$ cat src/rtl/phy_pkg.sv
// Shared PHY lane constants: symbol values, default widths and the aligner state encoding.
package phy_pkg;

  localparam int SYM_W_DEF  = 8;
  localparam int WORD_W_DEF = 32;

  localparam logic [7:0] COM_SYM = 8'hBC;
  localparam logic [7:0] IDL_SYM = 8'h7C;

  typedef logic [0:0] lane_state_t;
  typedef logic [1:0] slot_idx_t;

  localparam lane_state_t HUNT   = 1'b0;
  localparam lane_state_t LOCKED = 1'b1;

endpackage

$ cat src/rtl/word_packer.sv
// Four-slot pack register; slot 0 lands in the most significant byte of the word.
module word_packer
  import phy_pkg::*;
#(
  parameter int SYM_W  = SYM_W_DEF,
  parameter int WORD_W = WORD_W_DEF
) (
  input  logic              clk_4f,
  input  logic              reset_L,
  input  logic [SYM_W-1:0]  sym,
  input  slot_idx_t         byte_idx,
  input  logic              load,
  input  logic              clear,
  output logic              full,
  output logic [WORD_W-1:0] packed_word
);

  logic [WORD_W-1:0] pack_q;
  logic [WORD_W-1:0] pack_d;

  always_comb begin
    pack_d = pack_q;
    if (load) begin
      case (byte_idx)
        2'd0:    pack_d[4*SYM_W-1 -: SYM_W] = sym;
        2'd1:    pack_d[3*SYM_W-1 -: SYM_W] = sym;
        2'd2:    pack_d[2*SYM_W-1 -: SYM_W] = sym;
        default: pack_d[SYM_W-1   -: SYM_W] = sym;
      endcase
    end
  end

  assign full        = load && (byte_idx == 2'd3);
  assign packed_word = pack_d;

  // Register restarts empty after a completed word or a discard.
  always_ff @(posedge clk_4f or negedge reset_L) begin
    if (!reset_L)          pack_q <= '0;
    else if (clear || full) pack_q <= '0;
    else                   pack_q <= pack_d;
  end

endmodule

$ cat src/rtl/lane_word_aligner.sv
// Per-lane COM lock FSM and word assembly feeding the lane un-striper.
//  state  | meaning
//  HUNT   | searching for LOCK_COUNT consecutive COMs, nothing packed
//  LOCKED | packing data symbols into words, watching for loss of valid
module lane_word_aligner
  import phy_pkg::*;
#(
  parameter int               SYM_W      = SYM_W_DEF,
  parameter int               WORD_W     = WORD_W_DEF,
  parameter logic [SYM_W-1:0] COM        = COM_SYM,
  parameter logic [SYM_W-1:0] IDL        = IDL_SYM,
  parameter int               LOCK_COUNT = 4,
  parameter int               LOSS_COUNT = 4
) (
  input  logic              clk_4f,
  input  logic              reset_L,
  input  logic [SYM_W-1:0]  sym_in,
  input  logic              sym_valid,
  output logic [WORD_W-1:0] word_out,
  output logic              word_valid,
  output logic              active,
  output logic              align_err
);

  localparam int CNT_MAX = (LOCK_COUNT > LOSS_COUNT) ? LOCK_COUNT : LOSS_COUNT;
  localparam int CW      = $clog2(CNT_MAX + 1);
  localparam logic [CW-1:0] LOCK_C = CW'(LOCK_COUNT);
  localparam logic [CW-1:0] LOSS_C = CW'(LOSS_COUNT);
  localparam logic [CW-1:0] ONE_C  = CW'(1);

  lane_state_t   state_q, state_d;
  logic [CW-1:0] com_cnt_q, com_cnt_d;
  logic [CW-1:0] loss_cnt_q, loss_cnt_d;
  slot_idx_t     byte_idx_q, byte_idx_d;
  logic          load, clear, err_d, full;
  logic [WORD_W-1:0] packed_word;

  always_comb begin
    state_d    = state_q;
    com_cnt_d  = com_cnt_q;
    loss_cnt_d = loss_cnt_q;
    byte_idx_d = byte_idx_q;
    load       = 1'b0;
    clear      = 1'b0;
    err_d      = 1'b0;
    case (state_q)
      HUNT: begin
        loss_cnt_d = '0;
        byte_idx_d = '0;
        clear      = 1'b1;
        if (sym_valid && sym_in == COM) begin
          if (com_cnt_q < LOCK_C)          com_cnt_d = com_cnt_q + ONE_C;
          if (com_cnt_q >= LOCK_C - ONE_C) state_d   = LOCKED;
        end else begin
          com_cnt_d = '0;
        end
      end
      LOCKED: begin
        if (!sym_valid) begin
          if (loss_cnt_q < LOSS_C) loss_cnt_d = loss_cnt_q + ONE_C;
          if (loss_cnt_q >= LOSS_C - ONE_C) begin
            state_d    = HUNT;
            com_cnt_d  = '0;
            loss_cnt_d = '0;
            byte_idx_d = '0;
            clear      = 1'b1;
            err_d      = (byte_idx_q != 2'd0);
          end
        end else begin
          loss_cnt_d = '0;
          if (sym_in == COM) begin
            // A COM inside a word means we were misaligned; restart the word.
            err_d      = (byte_idx_q != 2'd0);
            byte_idx_d = '0;
            clear      = 1'b1;
          end else if (sym_in != IDL) begin
            load       = 1'b1;
            byte_idx_d = byte_idx_q + 2'd1;
          end
        end
      end
      default: state_d = HUNT;
    endcase
  end

  word_packer #(
    .SYM_W (SYM_W),
    .WORD_W(WORD_W)
  ) u_packer (
    .clk_4f     (clk_4f),
    .reset_L    (reset_L),
    .sym        (sym_in),
    .byte_idx   (byte_idx_q),
    .load       (load),
    .clear      (clear),
    .full       (full),
    .packed_word(packed_word)
  );

  always_ff @(posedge clk_4f or negedge reset_L) begin
    if (!reset_L) begin
      state_q    <= HUNT;
      com_cnt_q  <= '0;
      loss_cnt_q <= '0;
      byte_idx_q <= '0;
      word_out   <= '0;
      word_valid <= 1'b0;
      active     <= 1'b0;
      align_err  <= 1'b0;
    end else begin
      state_q    <= state_d;
      com_cnt_q  <= com_cnt_d;
      loss_cnt_q <= loss_cnt_d;
      byte_idx_q <= byte_idx_d;
      word_out   <= full ? packed_word : '0;
      word_valid <= full;
      active     <= (state_d == LOCKED);
      align_err  <= err_d;
    end
  end

endmodule

$ cat config.mk
export PLATFORM = sky130hd
export DESIGN_NAME = lane_word_aligner
export DESIGN_NICKNAME = d
export VERILOG_FILES = /design/src/rtl/phy_pkg.sv /design/src/rtl/word_packer.sv /design/src/rtl/lane_word_aligner.sv
export SDC_FILE = /design/constraint.sdc
export NUM_CORES = 1
export LEC_CHECK = 0
export CAP_MARGIN = 20
export CORE_MARGIN = 1
export CORE_UTILIZATION = 25
export CTS_BUF_LIST = sky130_fd_sc_hd__clkbuf_4 sky130_fd_sc_hd__clkbuf_8 sky130_fd_sc_hd__clkbuf_16
export DETAILED_ROUTE_END_ITERATION = 6
export PLACE_DENSITY_LB_ADDON = 0.25
export SETUP_SLACK_MARGIN = 0.2
export SLEW_MARGIN = 0
export SYNTH_ARGS = -nofsm -noshare
export SYNTH_HDL_FRONTEND = slang
export SYNTH_SLANG_ARGS = --single-unit
$ cat constraint.sdc
create_clock -name clk_4f -period 2.3 [get_ports clk_4f]
set_input_delay 0.23 -clock clk_4f [delete_from_list [all_inputs] [get_ports clk_4f]]
set_output_delay 0.23 -clock clk_4f [all_outputs]
set_load 0.02 [all_outputs]
==> reports/summary.txt, run 1 <==
Final GP Congestion: 0.789
drt total wl: 8560 µm
most frequent cells in the layout: 75 x dfrtp_1, 44 x clkdlybuf4s50_1, 28 x nor2_1, 28 x buf_4, 22 x o221a_2
total negative slack: 0 ps
clock-pin slew on the worst setup and hold paths: 60 ps
initial antenna violation count: 0
Leakage: 2.04 nW
Die Ht: 121 µm
vias in the first global route: 2670
Worst EP arrival: 1790 ps
largest net degree at the start of global routing: 40
Worst Path Buf+Inv: 2
total track usage: 12.5%
Starting DRT DRC Count: 129
FFs w/ async S/R, synth: 100%
layout cells sized above 1: 28.0%
Synthesized Nets: 322
unique cell type count in the Yosys netlist: 53
clk root buf: clkbuf_16
Pwr Total: 0.00291 W
first-pass GRT wire length: 14000 µm
synthesized area: 0.00354 mm²
Hold WC Path Type: primary input to asynchronous set/reset pin
H-tree levels: 3
Slowest-stage cell, CP: dfrtp_1
startpoint types: register
total number of vias: 2638
drt wl/cell: 15.5 µm
num ports: 46
ANT cells: 0
clock buffer depth: 2
cell count after placement: 532
Skew-Pair Late Insertion Delay: 340 ps
met1 Usage GRT: 16.9%
register area share after synthesis: 53.1%
grt met2 use: 19.4%
flop-to-flop setup slack: 370 ps
Clock Skews: 8.89 ps
Max Cap Violations: 0
# fillers: 1380
final setup fails: 0
Synth Register Bits: 75
Pwr Density: 623 mW/mm²
Die X-Extent: 121 µm
area grow syn2layout: 32.3%
Post-synth EDFFs: 0
met3 Usage GRT: 2.91%
Starting Density: 25.6%
I/O Buffers: 45
cts bufs inserted: 9
post-route ant nets: 0
dominant cells by area after synthesis: dfrtp_1 53%, o221a_2 7.0%, ha_1 3.2%
vias per cell: 4.79
worst vdd ir: 0.296 mV
Finished Layout Cells: 551
Die ar.: 0.0146 mm²
Worst setup EP type: primary output
number of cell rows: 43
Primary FF master, synth: dfrtp_1
commonest non-fill, non-tap cell in the layout: dfrtp_1
CP Max Fanout: 15
worst-path cell chain: buf_4 > clkdlybuf4s50_1
Worst path max stage delay: 630 ps
Worst Tran Pin Value: 553 ps
clk sinks: 75
status: complete, no violations
post-layout util: 33.9%
post-synth top area cell: dfrtp_1
RSZ-0062 raised after global routing: true
Remaining DRCs: 0
Final Max Tran Viols: 0
Max Freq: 494 MHz
top-area cell type share of the netlist area: 53.1%
Yosys warning count: 0
fin area: 0.00468 mm²
fin crit period: 2020 ps
CP Class: register to primary output
final hold vios: 0
Post-Synthesis Cells: 302
CP delay by family, top: buffers and inverters
Avg Cell Area, Syn: 11.7 µm²
Slew HR: 62.9%
DP HPWL: 5900 µm
1st-pass router iterations: 4
GRT overflow: 0
Net count, final: 386
CP required: 2070 ps
crit share post-route: 88.0%
dpl cell area: 0.00433 mm²
CTS tree: yes
global routing's busiest layer: met2
Core ar.: 0.0138 mm²
path summary, 6_finish.rpt:
check | from | to | depth (start not counted)
worst min-delay path | reset_L | u_packer.pack_q[15] | 2
worst max-delay path | state_q | active | 2
worst max register to register | loss_cnt_q[0] | u_packer.pack_q[31] | 6
min in group clk_4f | loss_cnt_q[2] | loss_cnt_q[0] | 1
worst min register to register | loss_cnt_q[2] | loss_cnt_q[0] | 1
max in group asynchronous | reset_L | u_packer.pack_q[17] | 3
state kept, by name, summed over array words and instances, names as in the netlist:
register	cells
align_err	1
byte_idx_q	2
com_cnt_q	3
loss_cnt_q	3
state_q	1
u_packer.pack_q	32
word_out	32
word_valid	1
timing repair:
action,in CTS,in global routing
gates resized for setup,0,2
buffers inserted,0,1
hold buffers,1,0
endpoints found under the hold margin,36,0
endpoints found under the setup margin,0,29
cell type report:
type,count,area [µm²],share of cell area (%)
Sequential cell,75,1880,40.1
Inverter,7,26.3,0.561
Tap cell,180,225,4.81
Multi-Input combinational cell,197,1520,32.4
Clock inverter,7,90.1,1.92
Clock buffer,9,225,4.81
Timing Repair Buffer,76,721,15.4
synth_stat cells (all sizes together) (2+ instances only):
| cell type | number |
|---|---|
| nand2 | 5 |
| and2 | 9 |
| a21oi | 20 |
| nor2 | 45 |
| a31oi | 3 |
| mux2i | 9 |
| dfrtp | 75 |
| a22oi | 8 |
| clkbuf | 10 |
| o221a | 24 |
| and3 | 7 |
| o31ai | 6 |
| nand4 | 2 |
| a211oi | 3 |
| a311oi | 8 |
| ha | 9 |
| o21ai | 12 |
| xor2 | 2 |
| buf | 14 |
| inv | 7 |
| nand3 | 7 |
where the power goes:
group          switching [W]  internal [W]
sequential       0.000000220       0.00132
clock               0.000597      0.000870
combinational      0.0000845     0.0000435
per-layer routing:
layer / share of wire (%) / wire (µm)
met5: 0 / 0
met4: 1.5 / 126
met3: 4.0 / 340
met2: 48 / 4090
met1: 47 / 4000
logic make-up after synthesis:
| kind of cell | Yosys count | share of synthesized area, % |
|---|---|---|
| compound gates | 90 | 22.2 |
| simple gates | 85 | 13.3 |
| flops | 75 | 53.1 |
| buf+inv | 31 | 4.67 |
| mux | 9 | 2.55 |
| fa+ha+maj | 9 | 3.18 |
| xor+xnor | 3 | 0.955 |
through the flow:
step | setup WS [ps] | hold WS [ps]
CTS | 268 | 430
detailed placement | 162 | 249
floorplan | 461 | -65.6
finish | 277 | 410
global route | 197 | 451
global placement | 222 | 251
Note: power is estimated with default switching activity, not from simulation.
==> run 2, diff against run 1 <==
CORE_MARGIN = 2   (was 1)
==> reports/summary.txt, run 2 (synthesis results as in run 1) <==
hold_buf cts: 0 (-1)
Skew-Pair Late Insertion Delay: 340 ps (about the same)
Starting DRT DRC Count: 159 (+23%)
post-route ant nets: 0 (unchanged)
num ports: 46 (unchanged)
Worst path max stage delay: 500 ps (-130 ps)
first-pass GRT wire length: 14200 µm (+0.98%)
WL met3: 266 µm (-22%)
Net count, final: 380 (-1.6%)
Core ar.: 0.0138 mm² (unchanged)
H-tree levels: 3 (unchanged)
RSZ-0062 raised after global routing: false
I/O Buffers: 45 (unchanged)
total negative slack: 0 ps (unchanged)
post-layout util: 33.2% (-0.61 points)
final hold vios: 0 (unchanged)
clk sinks: 75 (unchanged)
status: complete, no violations
total track usage: 12.2% (-0.24 points)
initial antenna violation count: 0 (unchanged)
Final Max Tran Viols: 0 (unchanged)
Worst Path Buf+Inv: 0 (-2)
cell count after placement: 527 (-0.94%)
area grow syn2layout: 30.0%
GRT overflow: 0 (unchanged)
Max Freq: 505 MHz (+2.2%)
number of cell rows: 43 (unchanged)
1st-pass router iterations: 4 (unchanged)
Worst EP arrival: 2250 ps (+460 ps)
WL met2: 4260 µm (+4.2%)
CP delay by family, top: compound AO/OA/AOI/OAI gates
Clock Skews: 6.19 ps (-2.70 ps)
most frequent cells in the layout: 75 x dfrtp_1, 44 x clkdlybuf4s50_1, 28 x nor2_1
DP HPWL: 5800 µm (-1.6%)
worst vdd ir: 0.320 mV (+7.9%)
final hold slack: 47.3 ps (-363 ps)
Worst setup EP type: register
layout cells sized above 1: 27.1% (-0.91 points)
Final GP Congestion: 0.778 (-1.5%)
Slew HR: 38.1% (-25 points)
Pwr Density: 607 mW/mm² (-2.5%)
CP Class: register to register
largest registers: u_packer.pack_q (32), word_out (32)
commonest non-fill, non-tap cell in the layout: dfrtp_1
cts bufs inserted: 9 (unchanged)
Finished Layout Cells: 545 (-1.1%)
vias per cell: 4.78 (-0.16%)
fin crit period: 1980 ps (-44.2 ps)
CP required: 2570 ps (+500 ps)
ANT cells: 0 (unchanged)
Die Ht: 123 µm (+1.7%)
crit-path most repeated cell: ha_1
Metal-1 WL: 3970 µm (-0.82%)
Die X-Extent: 123 µm (+1.7%)
Pwr Total: 0.00279 W (-4.3%)
final setup fails: 0 (unchanged)
vias in the first global route: 2798 (+4.8%)
Hold WC Path Type: primary input to asynchronous set/reset pin
crit share post-route: 86.0% (-1.9 points)
clock buffer depth: 2 (unchanged)
worst-path cell chain: ha_1 > ha_1 > a211oi_2 > o21ai_2 > a211o_2 > nor2_2
clk root buf: clkbuf_16
Remaining DRCs: 0 (unchanged)
Worst Tran Pin Value: 929 ps (+375 ps)
Die ar.: 0.0151 mm² (+3.3%)
total number of vias: 2605 (-1.3%)
CP Max Fanout: 12 (-3)
Leakage: 1.98 nW (-2.6%)
largest net degree at the start of global routing: 76 (+90%)
drt wl/cell: 15.8 µm (+1.9%)
drt total wl: 8630 µm (+0.81%)
Slowest-stage cell, CP: a211o_2
CTS tree: yes
Starting Density: 25.6% (unchanged)
clock-pin slew on the worst setup and hold paths: 60 ps (about the same)
Max Cap Violations: 0 (unchanged)
startpoint types: register
top sig layer: met4
==> run 2: cell count changes in the layout (fill, tap and decap cells not counted) <==
cell / delta
buf_4: -5
clkinvlp_4: +2
inv_8: -2
a211o_2: +1
a211o_4: -1
bufinv_16: -1
dlygate4sd3_1: -1
inv_6: +1
==> run 2: final cells by class <==
type	count	area [µm²]
timing repair buffer	70	673
inverter	7	26.3
tap	180	225
sequential	75	1880
clock buffer	9	225
fill	1379	9230
clock inverter	7	61.3
multi-input combinational	197	1510
==> run 2: path summary, 6_finish.rpt <==
check                         startpoint             endpoint  slack (ps)  cells past startpoint
min in group clk_4f        loss_cnt_q[2]        loss_cnt_q[0]         490                      1
max in group asynchronous        reset_L        loss_cnt_q[1]        1670                      1
min                              reset_L          word_out[6]          50                      1
max reg2reg                loss_cnt_q[0]  u_packer.pack_q[27]         320                      6
max                        loss_cnt_q[0]  u_packer.pack_q[27]         320                      6
min reg2reg                loss_cnt_q[2]        loss_cnt_q[0]         490                      1
==> run 2: timing repair <==
item / 4_1_cts / 5_1_grt
gates resized for setup: 0 / 1
setup endpoints to repair: 0 / 18
setup buffers: 0 / 1
==> run 2: per-stage QoR <==
step / cell area [µm²] / worst slack, ps
CTS: 4560 / 225
finish: 4600 / 321
detailed placement: 4280 / 92.6
global placement: 4280 / 134
floorplan: 3540 / 461
global route: 4600 / 212
==> run 2: layer usage <==
layer / vias up / global-route usage (%)
met3: 9 / 2.40
li1: 1240 / -
met4: 0 / 5.39
met1: 1317 / 15.3
met5: - / 0
met2: 39 / 20.4
==> run 2: power breakdown <==
| part | switching [W] | total (W) | internal (W) |
|---|---|---|---|
| Sequential | 0.000000159 | 0.00132 | 0.00132 |
| Combinational | 0.0000821 | 0.000123 | 0.0000408 |
| Clock | 0.000599 | 0.00135 | 0.000749 |
==> run 3, diff against run 2 <==
ABC_AREA = 1   (was unset)
SKIP_LAST_GASP = 1   (was unset)
==> reports/summary.txt, run 3 <==
final setup fails: 0 (unchanged)
clock buffer depth: 2 (unchanged)
post-layout util: 32.6% (-0.61 points)
post-CTS setup buffers: 0 (unchanged)
Int Pwr: 0.00226 W (+6.9%)
Post-synth EDFFs: 0 (unchanged)
CP Class: register to register
layout cells sized above 1: 7.21% (-20 points)
vias per cell: 4.14 (-13%)
Skew-Pair Late Insertion Delay: 330 ps (about the same)
top cells by count, synth: 98 x nor2_1, 75 x dfrtp_1, 56 x nand2_1
flop-to-flop setup slack: 410 ps (+90 ps)
cts bufs inserted: 9 (unchanged)
Remaining DRCs: 0 (unchanged)
H-tree levels: 3 (unchanged)
RSZ-0062 raised after global routing: false
Synth Register Bits: 75 (unchanged)
Post-Synthesis Cells: 398 (+32%)
Core ar.: 0.0132 mm² (-4.6%)
initial antenna violation count: 0 (unchanged)
crit share post-route: 82.0% (-4.0 points)
net switching power figure: 0.000579 W (-15%)
commonest non-fill, non-tap cell in the layout: nor2_1
Die X-Extent: 120 µm (-2.3%)
I/O Buffers: 45 (unchanged)
most frequent cells in the layout: 98 x nor2_1, 75 x dfrtp_1, 56 x nand2_1
hold_buf cts: 0 (unchanged)
Starting DRT DRC Count: 169 (+6.3%)
num ports: 46 (unchanged)
first-pass GRT wire length: 13200 µm (-6.7%)
drt wl/cell: 12.8 µm (-19%)
pre-CTS setup slack: 244 ps (+151 ps)
post-synth top area cell: dfrtp_1
largest registers: u_packer.pack_q (32), word_out (32)
ANT cells: 0 (unchanged)
Net Sw Frac: 20.4% (-4.0 points)
sequential share of power: 46.6% (-0.7 points)
Starting Density: 25.6% (-0.026 points)
synthesized area: 0.00337 mm² (-4.7%)
Final Max Tran Viols: 0 (unchanged)
startpoint types: register
FFs w/ async S/R, synth: 100% (unchanged)
status: complete, no violations
dpl cell area: 0.00400 mm² (-6.5%)
Leakage: 2.07 nW (+4.1%)
DP HPWL: 5210 µm (-10%)
register area share after synthesis: 55.7% (+2.6 points)
worst vdd ir: 0.310 mV (-3.0%)
Clock Skews: 6.16 ps (-0.0263 ps)
drt total wl: 7910 µm (-8.3%)
clk root buf: clkbuf_16
fin crit period: 1890 ps (-92.9 ps)
Final WS setup: 414 ps (+92.9 ps)
total negative slack: 0 ps (unchanged)
Max Cap Violations: 0 (unchanged)
area grow syn2layout: 27.7%
Worst EP arrival: 2150 ps (-100 ps)
final hold vios: 0 (unchanged)
dominant cells by area after synthesis: dfrtp_1 56%, nor2_1 11%, nand2_1 6.2%
total number of vias: 2567 (-1.5%)
Max Freq: 530 MHz (+4.9%)
Worst Tran Pin Value: 956 ps (+27.1 ps)
cts repair resizes: 0 (unchanged)
post-route ant nets: 0 (unchanged)
Final GP Congestion: 0.723 (-7.0%)
number of cell rows: 42 (-2.3%)
fin area: 0.00430 mm² (-6.4%)
Synthesized Nets: 418 (+30%)
clock-pin slew on the worst setup and hold paths: 60 ps (about the same)
total track usage: 12.0% (-0.18 points)
clk sinks: 75 (unchanged)
vias in the first global route: 2591 (-7.4%)
top-area cell type share of the netlist area: 55.7% (+2.6 points)
Die ar.: 0.0144 mm² (-4.6%)
Net count, final: 461 (+21%)
unique cell type count in the Yosys netlist: 25 (-53%)
1st-pass router iterations: 4 (unchanged)
Clk pwr share: 50.8% (+2.5 points)
Slew HR: 36.3% (-1.8 points)
Die Ht: 120 µm (-2.3%)
Yosys warning count: 0 (unchanged)
largest net degree at the start of global routing: 76 (unchanged)
GRT overflow: 0 (unchanged)
CP Max Fanout: 22 (+10)
Hold WC Path Type: primary input to asynchronous set/reset pin
Comb pwr share: 2.6% (-1.8 points)
CTS tree: yes
most frequent cell after synthesis: nor2_1
Primary FF master, synth: dfrtp_1
Pwr Density: 658 mW/mm² (+8.5%)
CP required: 2560 ps (about the same)
Avg Cell Area, Syn: 8.47 µm² (-28%)
Worst setup EP type: register
==> run 3: cell count changes in the layout (fill, tap and decap cells not counted), sizes merged, moves of 9 or more <==
cell / previous run / this run
nor2: 45 / 100
o221a: 24 / 0
nand2: 5 / 59
o21ai: 12 / 35
and2: 9 / 0
buf: 26 / 7
mux2i: 9 / 0
inv: 10 / 54
a21oi: 20 / 32
==> run 3: cell type report <==
type | count | area (µm²)
clock buffer | 12 | 267
sequential | 75 | 1880
tap | 176 | 220
timing repair buffer | 51 | 518
inverter | 54 | 203
multi-input combinational | 250 | 1180
fill | 1376 | 8890
clock inverter | 2 | 35.0
==> run 3: path summary, 6_finish.rpt <==
path	start	end	cells after the start
worst max-delay path	loss_cnt_q[0]	u_packer.pack_q[30]	12
worst min-delay path	reset_L	loss_cnt_q[0]	1
worst max register to register	loss_cnt_q[0]	u_packer.pack_q[30]	12
worst min register to register	loss_cnt_q[2]	loss_cnt_q[0]	1
max in group asynchronous	reset_L	word_out[7]	1
min in group clk_4f	loss_cnt_q[2]	loss_cnt_q[0]	1
==> run 3: cell families (layout without fill, tap and decap cells) <==
logic type / Yosys count / in the layout / synth area share (%)
flip-flops: 75 / 75 / 55.7
adder cells (fa/ha/maj): 9 / 9 / 3.34
AO/OA/AOI/OAI: 69 / 69 / 10.4
buffers and inverters: 73 / 119 / 9.32
AND/OR/NAND/NOR: 172 / 172 / 21.3
==> run 3: through the flow <==
stage	total power (W)	hold slack (ps)	instances
after floorplan	0.00136	-65.6	398
after global placement	0.00142	423	606
after detailed placement	0.00142	443	606
after CTS	0.00286	96.7	620
after global routing	0.00293	119	620
final	0.00283	52.7	620
==> run 3: worst max-delay path: stages, from the launching register on <==
cell	delay [ps]
dfrtp_1	390
ha_1	200
ha_1	170
inv_1	50
nand3_1	120
nand2_1	110
nand2_1	100
inv_1	110
nand2_1	90
inv_2	80
nand2_4	110
buf_12	190
nor2_1	110
==> run 3: power by group through the flow <==
stage	clock network (W)	logic [W]	registers, W
global placement	0	0.0000778	0.00134
finish	0.00144	0.0000747	0.00132
floorplan	0	0.0000178	0.00134
CTS	0.00146	0.0000785	0.00132
global route	0.00153	0.0000847	0.00132
detailed placement	0	0.0000785	0.00134
==> run 3: metal layers <==
metal | track usage, % | wire [µm] | up-vias
li1 | - | - | 1319
met1 | 15.6 | 3710 | 1197
met2 | 18.9 | 3730 | 44
met3 | 3.33 | 392 | 7
met4 | 4.85 | 86 | 0
met5 | 0 | 0 | -
